--- src/rtl/stream_arb_pkg.sv ---
// Shared types and helpers for the round-robin stream arbiter.
package stream_arb_pkg;

  typedef enum logic [1:0] {IDLE, BUSY, FULL} arb_st_t;

  localparam int MAX_REQ = 16;

  // Index arithmetic that wraps modulo n; a < n and b <= n are assumed.
  function automatic int wrap_add(input int a, input int b, input int n);
    int s;
    s = a + b;
    return (s >= n) ? s - n : s;
  endfunction

  function automatic logic [3:0] oh2idx(input logic [MAX_REQ-1:0] oh);
    logic [3:0] idx;
    idx = '0;
    for (int i = 0; i < MAX_REQ; i++) begin
      if (oh[i]) idx = idx | 4'(i);
    end
    return idx;
  endfunction

endpackage

--- src/rtl/stream_rr_arbiter_rr_pick.sv ---
// Combinational round-robin picker: first requester after last_grant_i, wrapping.
module rr_pick
  import stream_arb_pkg::*;
#(
  parameter int NUM_REQ = 4,
  localparam int SRC_W = $clog2(NUM_REQ)
) (
  input  logic [NUM_REQ-1:0] req_i,
  input  logic [SRC_W-1:0]   last_grant_i,
  output logic [NUM_REQ-1:0] grant_o,
  output logic [SRC_W-1:0]   idx_o
);

  logic found;

  always_comb begin
    grant_o = '0;
    found   = 1'b0;
    for (int k = 1; k <= NUM_REQ; k++) begin
      if (!found && req_i[wrap_add(int'(last_grant_i), k, NUM_REQ)]) begin
        grant_o[wrap_add(int'(last_grant_i), k, NUM_REQ)] = 1'b1;
        found = 1'b1;
      end
    end
  end

  assign idx_o = SRC_W'(oh2idx(MAX_REQ'(grant_o)));

endmodule

--- src/rtl/stream_rr_arbiter.sv ---
// Round-robin arbiter sharing one valid/ready stream among NUM_REQ requesters.
// Define ARB_PKT_LOCK_EN to hold the grant on a requester until its s_last beat.
module stream_rr_arbiter
  import stream_arb_pkg::*;
#(
  parameter int NUM_REQ    = 4,
  parameter int WORD_WIDTH = 8,
  localparam int SRC_W     = $clog2(NUM_REQ)
) (
  input  logic                          clk,
  input  logic                          rstn,
  input  logic [NUM_REQ-1:0]            s_valid,
  output logic [NUM_REQ-1:0]            s_ready,
  input  logic [NUM_REQ*WORD_WIDTH-1:0] s_data,
  input  logic [NUM_REQ-1:0]            s_last,
  output logic                          m_valid,
  input  logic                          m_ready,
  output logic [WORD_WIDTH-1:0]         m_data,
  output logic                          m_last,
  output logic [SRC_W-1:0]              m_src
);

  arb_st_t               state_q, state_d;
  logic                  acc_en_q, acc_en_d;
  logic                  valid_q, valid_d;
  logic [SRC_W-1:0]      last_grant_q, last_grant_d;
  logic [WORD_WIDTH-1:0] main_data_q, main_data_d, skid_data_q, skid_data_d;
  logic                  main_last_q, main_last_d, skid_last_q, skid_last_d;
  logic [SRC_W-1:0]      main_src_q, main_src_d, skid_src_q, skid_src_d;

  logic [NUM_REQ-1:0]    pick_grant, grant;
  logic [SRC_W-1:0]      pick_idx, grant_idx;
  logic                  accept;
  logic [WORD_WIDTH-1:0] in_data;
  logic                  in_last;

  rr_pick #(.NUM_REQ(NUM_REQ)) u_pick (
    .req_i       (s_valid),
    .last_grant_i(last_grant_q),
    .grant_o     (pick_grant),
    .idx_o       (pick_idx)
  );

`ifdef ARB_PKT_LOCK_EN
  logic             lock_q, lock_d;
  logic [SRC_W-1:0] lock_idx_q, lock_idx_d;

  // A locked packet owns the channel even while its requester is idle.
  always_comb begin
    if (lock_q) begin
      grant     = s_valid[lock_idx_q] ? (NUM_REQ'(1) << lock_idx_q) : '0;
      grant_idx = lock_idx_q;
    end else begin
      grant     = pick_grant;
      grant_idx = pick_idx;
    end
  end
`else
  assign grant     = pick_grant;
  assign grant_idx = pick_idx;
`endif

  assign s_ready = grant & {NUM_REQ{acc_en_q & rstn}};
  assign accept  = |(s_valid & s_ready);
  assign in_data = s_data[grant_idx*WORD_WIDTH +: WORD_WIDTH];
  assign in_last = s_last[grant_idx];

  always_comb begin
    state_d     = state_q;
    main_data_d = main_data_q;
    main_last_d = main_last_q;
    main_src_d  = main_src_q;
    skid_data_d = skid_data_q;
    skid_last_d = skid_last_q;
    skid_src_d  = skid_src_q;
    unique case (state_q)
      IDLE: begin
        if (accept) begin
          state_d     = BUSY;
          main_data_d = in_data;
          main_last_d = in_last;
          main_src_d  = grant_idx;
        end
      end
      BUSY: begin
        if (accept && m_ready) begin
          main_data_d = in_data;
          main_last_d = in_last;
          main_src_d  = grant_idx;
        end else if (accept) begin
          state_d     = FULL;
          skid_data_d = in_data;
          skid_last_d = in_last;
          skid_src_d  = grant_idx;
        end else if (m_ready) begin
          state_d = IDLE;
        end
      end
      FULL: begin
        if (m_ready) begin
          state_d     = BUSY;
          main_data_d = skid_data_q;
          main_last_d = skid_last_q;
          main_src_d  = skid_src_q;
        end
      end
      default: state_d = IDLE;
    endcase
    acc_en_d = (state_d != FULL);
    valid_d  = (state_d != IDLE);
  end

  always_comb begin
    last_grant_d = last_grant_q;
`ifdef ARB_PKT_LOCK_EN
    lock_d     = lock_q;
    lock_idx_d = lock_idx_q;
    if (accept) begin
      lock_d     = !in_last;
      lock_idx_d = grant_idx;
      if (in_last) last_grant_d = grant_idx;
    end
`else
    if (accept) last_grant_d = grant_idx;
`endif
  end

  always_ff @(posedge clk or negedge rstn) begin
    if (!rstn) begin
      state_q      <= IDLE;
      acc_en_q     <= 1'b1;
      valid_q      <= 1'b0;
      last_grant_q <= SRC_W'(NUM_REQ - 1);
      main_data_q  <= '0;
      main_last_q  <= 1'b0;
      main_src_q   <= '0;
      skid_data_q  <= '0;
      skid_last_q  <= 1'b0;
      skid_src_q   <= '0;
    end else begin
      state_q      <= state_d;
      acc_en_q     <= acc_en_d;
      valid_q      <= valid_d;
      last_grant_q <= last_grant_d;
      main_data_q  <= main_data_d;
      main_last_q  <= main_last_d;
      main_src_q   <= main_src_d;
      skid_data_q  <= skid_data_d;
      skid_last_q  <= skid_last_d;
      skid_src_q   <= skid_src_d;
    end
  end

`ifdef ARB_PKT_LOCK_EN
  always_ff @(posedge clk or negedge rstn) begin
    if (!rstn) begin
      lock_q     <= 1'b0;
      lock_idx_q <= '0;
    end else begin
      lock_q     <= lock_d;
      lock_idx_q <= lock_idx_d;
    end
  end
`endif

  assign m_valid = valid_q;
  assign m_data  = main_data_q;
  assign m_last  = main_last_q;
  assign m_src   = main_src_q;

endmodule

--- config.mk ---
export PLATFORM = sky130hd
export DESIGN_NAME = stream_rr_arbiter
export DESIGN_NICKNAME = d
export VERILOG_FILES = /design/src/rtl/stream_arb_pkg.sv /design/src/rtl/stream_rr_arbiter_rr_pick.sv /design/src/rtl/stream_rr_arbiter.sv
export SDC_FILE = /design/constraint.sdc
export NUM_CORES = 1
export LEC_CHECK = 0
export BUFFER_PORTS_ARGS = -buffer_cell sky130_fd_sc_hd__buf_2
export CAP_MARGIN = 30
export CORE_ASPECT_RATIO = 1.4
export CORE_UTILIZATION = 40
export CTS_CLUSTER_DIAMETER = 40
export DETAILED_ROUTE_END_ITERATION = 10
export PLACE_DENSITY = 0.63
export SYNTH_ARGS = -nofsm -noshare
export SYNTH_HDL_FRONTEND = slang
export SYNTH_SLANG_ARGS = --single-unit
--- constraint.sdc ---
create_clock -name clk -period 5.04 [get_ports clk]
set_input_delay 0.252 -clock clk [delete_from_list [all_inputs] [get_ports clk]]
set_output_delay 0.252 -clock clk [all_outputs]
set_load 0.005 [all_outputs]
### After elaboration in Yosys (flattened, before gate mapping)

Index checks and enable logic that the tools add are counted.

* bits of input ports: 43
* bits in registers: 28
* logic and storage cells: 116

* shifts and indexed selects: 1
* magnitude comparators: 13
* $add $sub $neg: 8
* bitwise gates (word level): 7
* reductions and logical operators: 17
* mux-type cells: 54
* equality and inequality tests: 6

Operators by type and width (number)
* $ge 32x1->1 const B: 4
* $ge 32x4->1 const B: 4
* $lt 32x4->1 const B: 4
* $mux 32: 4
* $sub 32x4->32 const B: 4
* $shiftx 32x6->8: 1
* $mux 8: 3
* $pmux 8 s3: 1
* $mux 1: 20
* $mux 2: 10
* $mux 4: 4
* $or 4x4->4: 3
* $pmux 2 s3: 2
* $bmux 1 s2: 5
* $and 4x4->4: 2
* $demux 1 s2: 4
* $logic_and 1x1->1: 8
* $ne 2x2->1 const B: 4
* $add 2x2->3 const B: 2
* $add 2x3->4 const B: 1
* $reduce_and 4->1: 1
* $reduce_or 4->1: 1
* $add 2x1->3 const B: 1
* $logic_not 1->1: 3
* other kinds (10): 10

### Longest topological paths before layout

* depth in word-level cells: 23
* mapped depth: 13

### Modules after synthesis

From an unflattened synthesis, not the netlist that was laid out.

* cells, all modules: 210
* area, all modules: 2053.2 um^2

By module, submodules not included
* stream_rr_arbiter: sequential area each 704.4 um^2, cells an instance 165, area an instance 1609.0 um^2, instances 1
* rr_pick: sequential area each 0.0 um^2, cells an instance 45, area an instance 444.2 um^2, instances 1

### Least setup slack after synthesis

OpenSTA, ideal clock, no wires.

* path kind: register to register
* start point: reg last_grant_q[1]
* end point: reg main_data_q[0], in the netlist m_data[0]
* path slack: 1.424 ns
* setup time: 0.125 ns
* data required time: 4.915 ns
* period minus slack after synthesis: 3.616 ns
* cell stages (with the launch flop): 14
* buffers on the path: 3
* arrival: 3.491 ns
* cells stage by stage: dfstp_2 clkbuf_1 inv_1 ha_1 mux4_2 clkbuf_1 nor3b_1 a311o_1 nor2_1 a221o_1 a32o_2 a31o_1 buf_6 mux2_4

* word-level cells in the longest chain between the ends: 22
* elaborated cells between the ends (all ways): 78
* classes of those cells: 8 x add/sub; 12 x order compare; 2 x eq/ne; 1 x shift; 37 x mux; 5 x bitwise; 13 x reduce/logical

RTL lines
* start: declaration: line stream_rr_arbiter.sv:26 `logic [SRC_W-1:0] last_grant_q, last_grant_d;`
* start signal: assignment: line stream_rr_arbiter.sv:133 `last_grant_q <= SRC_W'(NUM_REQ - 1);`
* start signal: assignment: line stream_rr_arbiter.sv:144 `last_grant_q <= last_grant_d;`
* branches (longest 15 deep; another with $sub 32x4->32)
* $mux 4 *: line stream_rr_arbiter_rr_pick.sv:20 `if (!found && req_i[wrap_add(int'(last_grant_i), k, NUM_REQ)]) begin`
* $mux 1 / $and 4x4->4 (equally long branches): line stream_arb_pkg.sv:19, stream_rr_arbiter.sv:63
* $mux 2 / $and 4x4->4 (equally long branches): line stream_arb_pkg.sv:19, stream_rr_arbiter.sv:64
* $mux 2 / $reduce_or 4->1 (equally long branches): line stream_arb_pkg.sv:19, stream_rr_arbiter.sv:64
* $shiftx 32x6->8 / $logic_and 1x1->1 (equally long branches): line stream_rr_arbiter.sv:65, stream_rr_arbiter.sv:86
* $mux 8, or another cell as far along: line stream_rr_arbiter.sv:86 `if (accept && m_ready) begin`
* $pmux 8 s3 / $reduce_and 4->1 (equally long branches)
* end signal: assignment: line stream_rr_arbiter.sv:145 `main_data_q <= main_data_d;`
* end: declaration: line stream_rr_arbiter.sv:27 `logic [WORD_WIDTH-1:0] main_data_q, main_data_d, skid_data_q, skid_data_d;`

Every way passes the cells marked *. The select of a mux whose other input is x is not followed.
A chain may end at the register's enable or synchronous reset.

### Worst setup path in the final report

* start point: reg last_grant_q[0]
* end point: reg main_data_q[2], in the netlist m_data[2]

Same word-level chain as after synthesis.

==> run summary <==
Net count after synthesis - 250
Max-slew violations - 0
Avg WL per Cell - 15.5 um
Die X - 63.0 um
Setup crit start kind - flop
VDD IR max - 0.324 mV
Fmax - 0.254 GHz
Drt drc - 0
Critical Path Fanout Max - 16
Pwr dens - 839 nW/um^2
Final ANT Viol Nets - 0
Hold buffers post-CTS - 0
H-tree depth - 1
R2r setup slk - 1100 ps
DRT Pass-1 Iters - 4
Number of buffers created by CTS - 3
Nets - 306
# IOs - 59
Max cap viols - 0
Switching pwr - 0.886 mW
Total Power - 2.07 mW
Largest net degree at the start of global routing - 31
Switching share of power - 0.428
Required time of the worst setup path - 5190 ps
Combinational power share - 0.729
Number of synthesized flops with an enable pin - 0
Final Hold Fails - 0
Clock power frac - 0.058
Least-Margin Pin Slew - 694 ps
CTS tree - built
TNS Setup - 0 ps
Gr usage total - 0.186
Post_cts resized - 0
CTS Buffer Depth - 2
Initial Util - 0.424
Fraction of registers with async set/reset - 1.00
Footprint of the flip-flops and latches - 704 sq um
Area delta synth->final - 18.2%
Initial drt markers - 80
Congestion Overflow GR - 0
I/O Buffers - 58
Worst skew pair latency - 260 ps
DP Wirelength - 3780 um
R2R cell count - 11
Slew HR - 0.538
Filler Cell Count - 478
Leak pwr - 1.21 nW
Synth Warn # - 0
R2r endpoint - m_data[2]$_DFFE_PN0P_
Routed vias - 1,738
Critical Path End - m_data[2]$_DFFE_PN0P_
Placer congestion estimate - 0.950
Status - completed
Hold WC Path Type - in -> async
Synth Flop Type - dfrtp_1
Clock period minus final worst setup slack - 3940 ps
Core area - 4920 sq um
Post-Synthesis Cells - 199
Die H - 87.4 um
Synth unique cells - 37
Root buffer selected by CTS - clkbuf_8
WS Path Type - reg -> reg
Layout cells sized above 1 - 0.390
DP Worst Slack - 1100 ps
Reg-to-reg startpoint - last_grant_q[0]$_DFFE_PN1P_
Post-CTS setup buffers - 0
Initial antenna violation count - 0
Multi-input logic area - 1310 sq um
Cell Area, Synth - 2090 sq um
Global-route wire length before repair - 7940 um
Row Count - 30
Final setup viols - 0
Routed wire length - 4920 um
Crit. End Element - flop
P_int - 1.18 mW
Mean Syn Cell Area - 10.5 sq um
RSZ-0062 raised after global routing - no
Arr. time, crit path - 4090 ps
Critical Path Source - last_grant_q[0]$_DFFE_PN1P_
Clock transition at the registers of the reported paths - 90 ps
Antenna Cells - 0
Synth Register Bits - 28
Sequential Power Share - 0.213
Max Clock Skew - 6.01 ps
Final Cycle Share - 0.781
Vias per Instance - 5.47
Sequential fraction of the synthesis area - 0.338
Die ar. - 5510 sq um
Final worst slack - 1100 ps
Clock sinks - 28
Number of global-route vias before repair - 1,647
==> synth_stat cells (2+ instances only) <==
library cell / instances / area (sq um)
inv_1: 7 / 26.3
nor2_1: 19 / 71.3
buf_1: 2 / 7.51
nand2_1: 13 / 48.8
mux2_4: 10 / 150
o21ai_0: 6 / 30.0
mux4_2: 4 / 90.1
ha_1: 8 / 100
nand3b_1: 2 / 15.0
a211o_1: 2 / 17.5
a21oi_1: 8 / 40.0
buf_6: 2 / 22.5
dfstp_2: 3 / 78.8
dfrtp_1: 25 / 626
a221oi_1: 5 / 43.8
o22ai_1: 4 / 25.0
mux2i_1: 26 / 260
nor3_1: 2 / 10.0
a221o_1: 2 / 20.0
mux2_2: 17 / 191
nand2b_1: 7 / 43.8
clkbuf_1: 4 / 15.0
nor2b_1: 7 / 43.8
==> metrics by stage <==
stage	util	hold slack, ps	instance area (sq um)	instances
2_1_floorplan	-	-43.6	2090	199
3_3_place_gp	0.492	328	2420	314
3_5_place_dp	0.492	320	2420	314
4_1_cts	0.502	22.9	2470	318
5_1_grt	0.502	44.5	2470	318
6_report	0.502	3.42	2470	318
==> critical path: stages (launching register included) <==
cell and delay (ps):
dfstp_2 720, inv_1 150, ha_1 390, mux4_2 320, inv_1 60, a211o_1 260, a22o_1 180, buf_4 200
a221o_1 380, a32o_2 320, a31o_1 450, mux2_4 390
==> layer usage <==
metal  track usage  wire [um]
met3        0.0170        175
met1         0.216       2100
met4        0.0867        133
met5             0          0
met2         0.341       2510
==> layout make-up <==
type,count,share of cell area
Sequential cell,28,0.286
Tap cell,64,0.0325
Inverter,7,0.0107
Multi-Input combinational cell,155,0.529
Clock buffer,4,0.0183
Timing Repair Buffer,60,0.124
==> cell usage in the layout, fill, tap and decap left out, drive strengths merged, types with 2 or more instances in the layout <==
cell type,instances
nand2,13
a221o,2
dfstp,3
nor2b,7
mux2i,26
a221oi,5
dfrtp,25
clkbuf,4
inv,7
ha,8
a211o,2
nand3b,2
o22ai,4
nor2,19
o21ai,6
a21oi,8
nor3,2
nand2b,7
buf,60
mux4,4
mux2,27
==> how the worst min path moves through the flow <==
stage | startpoint | to | slack [ps] | depth (start not counted)
global placement | rstn | skid_last_q$_DFFE_PN0P_ | 330 | 1
CTS | rstn | skid_last_q$_DFFE_PN0P_ | 20 | 1
detailed placement | rstn | skid_last_q$_DFFE_PN0P_ | 320 | 1
finish | rstn | skid_last_q$_DFFE_PN0P_ | 3 | 1
floorplan | rstn | m_data[0]$_DFFE_PN0P_ | -40 | 0
global route | rstn | skid_last_q$_DFFE_PN0P_ | 40 | 1
==> flip-flops by register name, indices dropped and copies added, names as in the netlist <==
| name | cells |
|---|---|
| skid_last_q | 1 |
| skid_src_q | 2 |
| m_data | 8 |
| state_q | 2 |
| acc_en_q | 1 |
| skid_data_q | 8 |
| m_valid | 1 |
| m_last | 1 |
| m_src | 2 |
| last_grant_q | 2 |
==> power groups by stage <==
stage	registers (mW)	clock network (mW)	logic [mW]
after CTS	0.444	0.127	1.53
after global routing	0.461	0.133	1.66
after detailed placement	0.445	0	1.53
final	0.442	0.119	1.51
after floorplan	0.416	0	1.22
after global placement	0.448	0	1.50
==> kinds of logic (layout without fill, tap and decap cells) <==
kind of cell / count (synthesis) / count (layout) / share of synthesized area
compound gates: 34 / 34 / 0.115
fa+ha+maj: 8 / 8 / 0.0480
flops: 28 / 28 / 0.338
simple gates: 56 / 56 / 0.131
buf+inv: 16 / 71 / 0.0366
mux: 57 / 57 / 0.332
(Power assumes the default switching activity.)
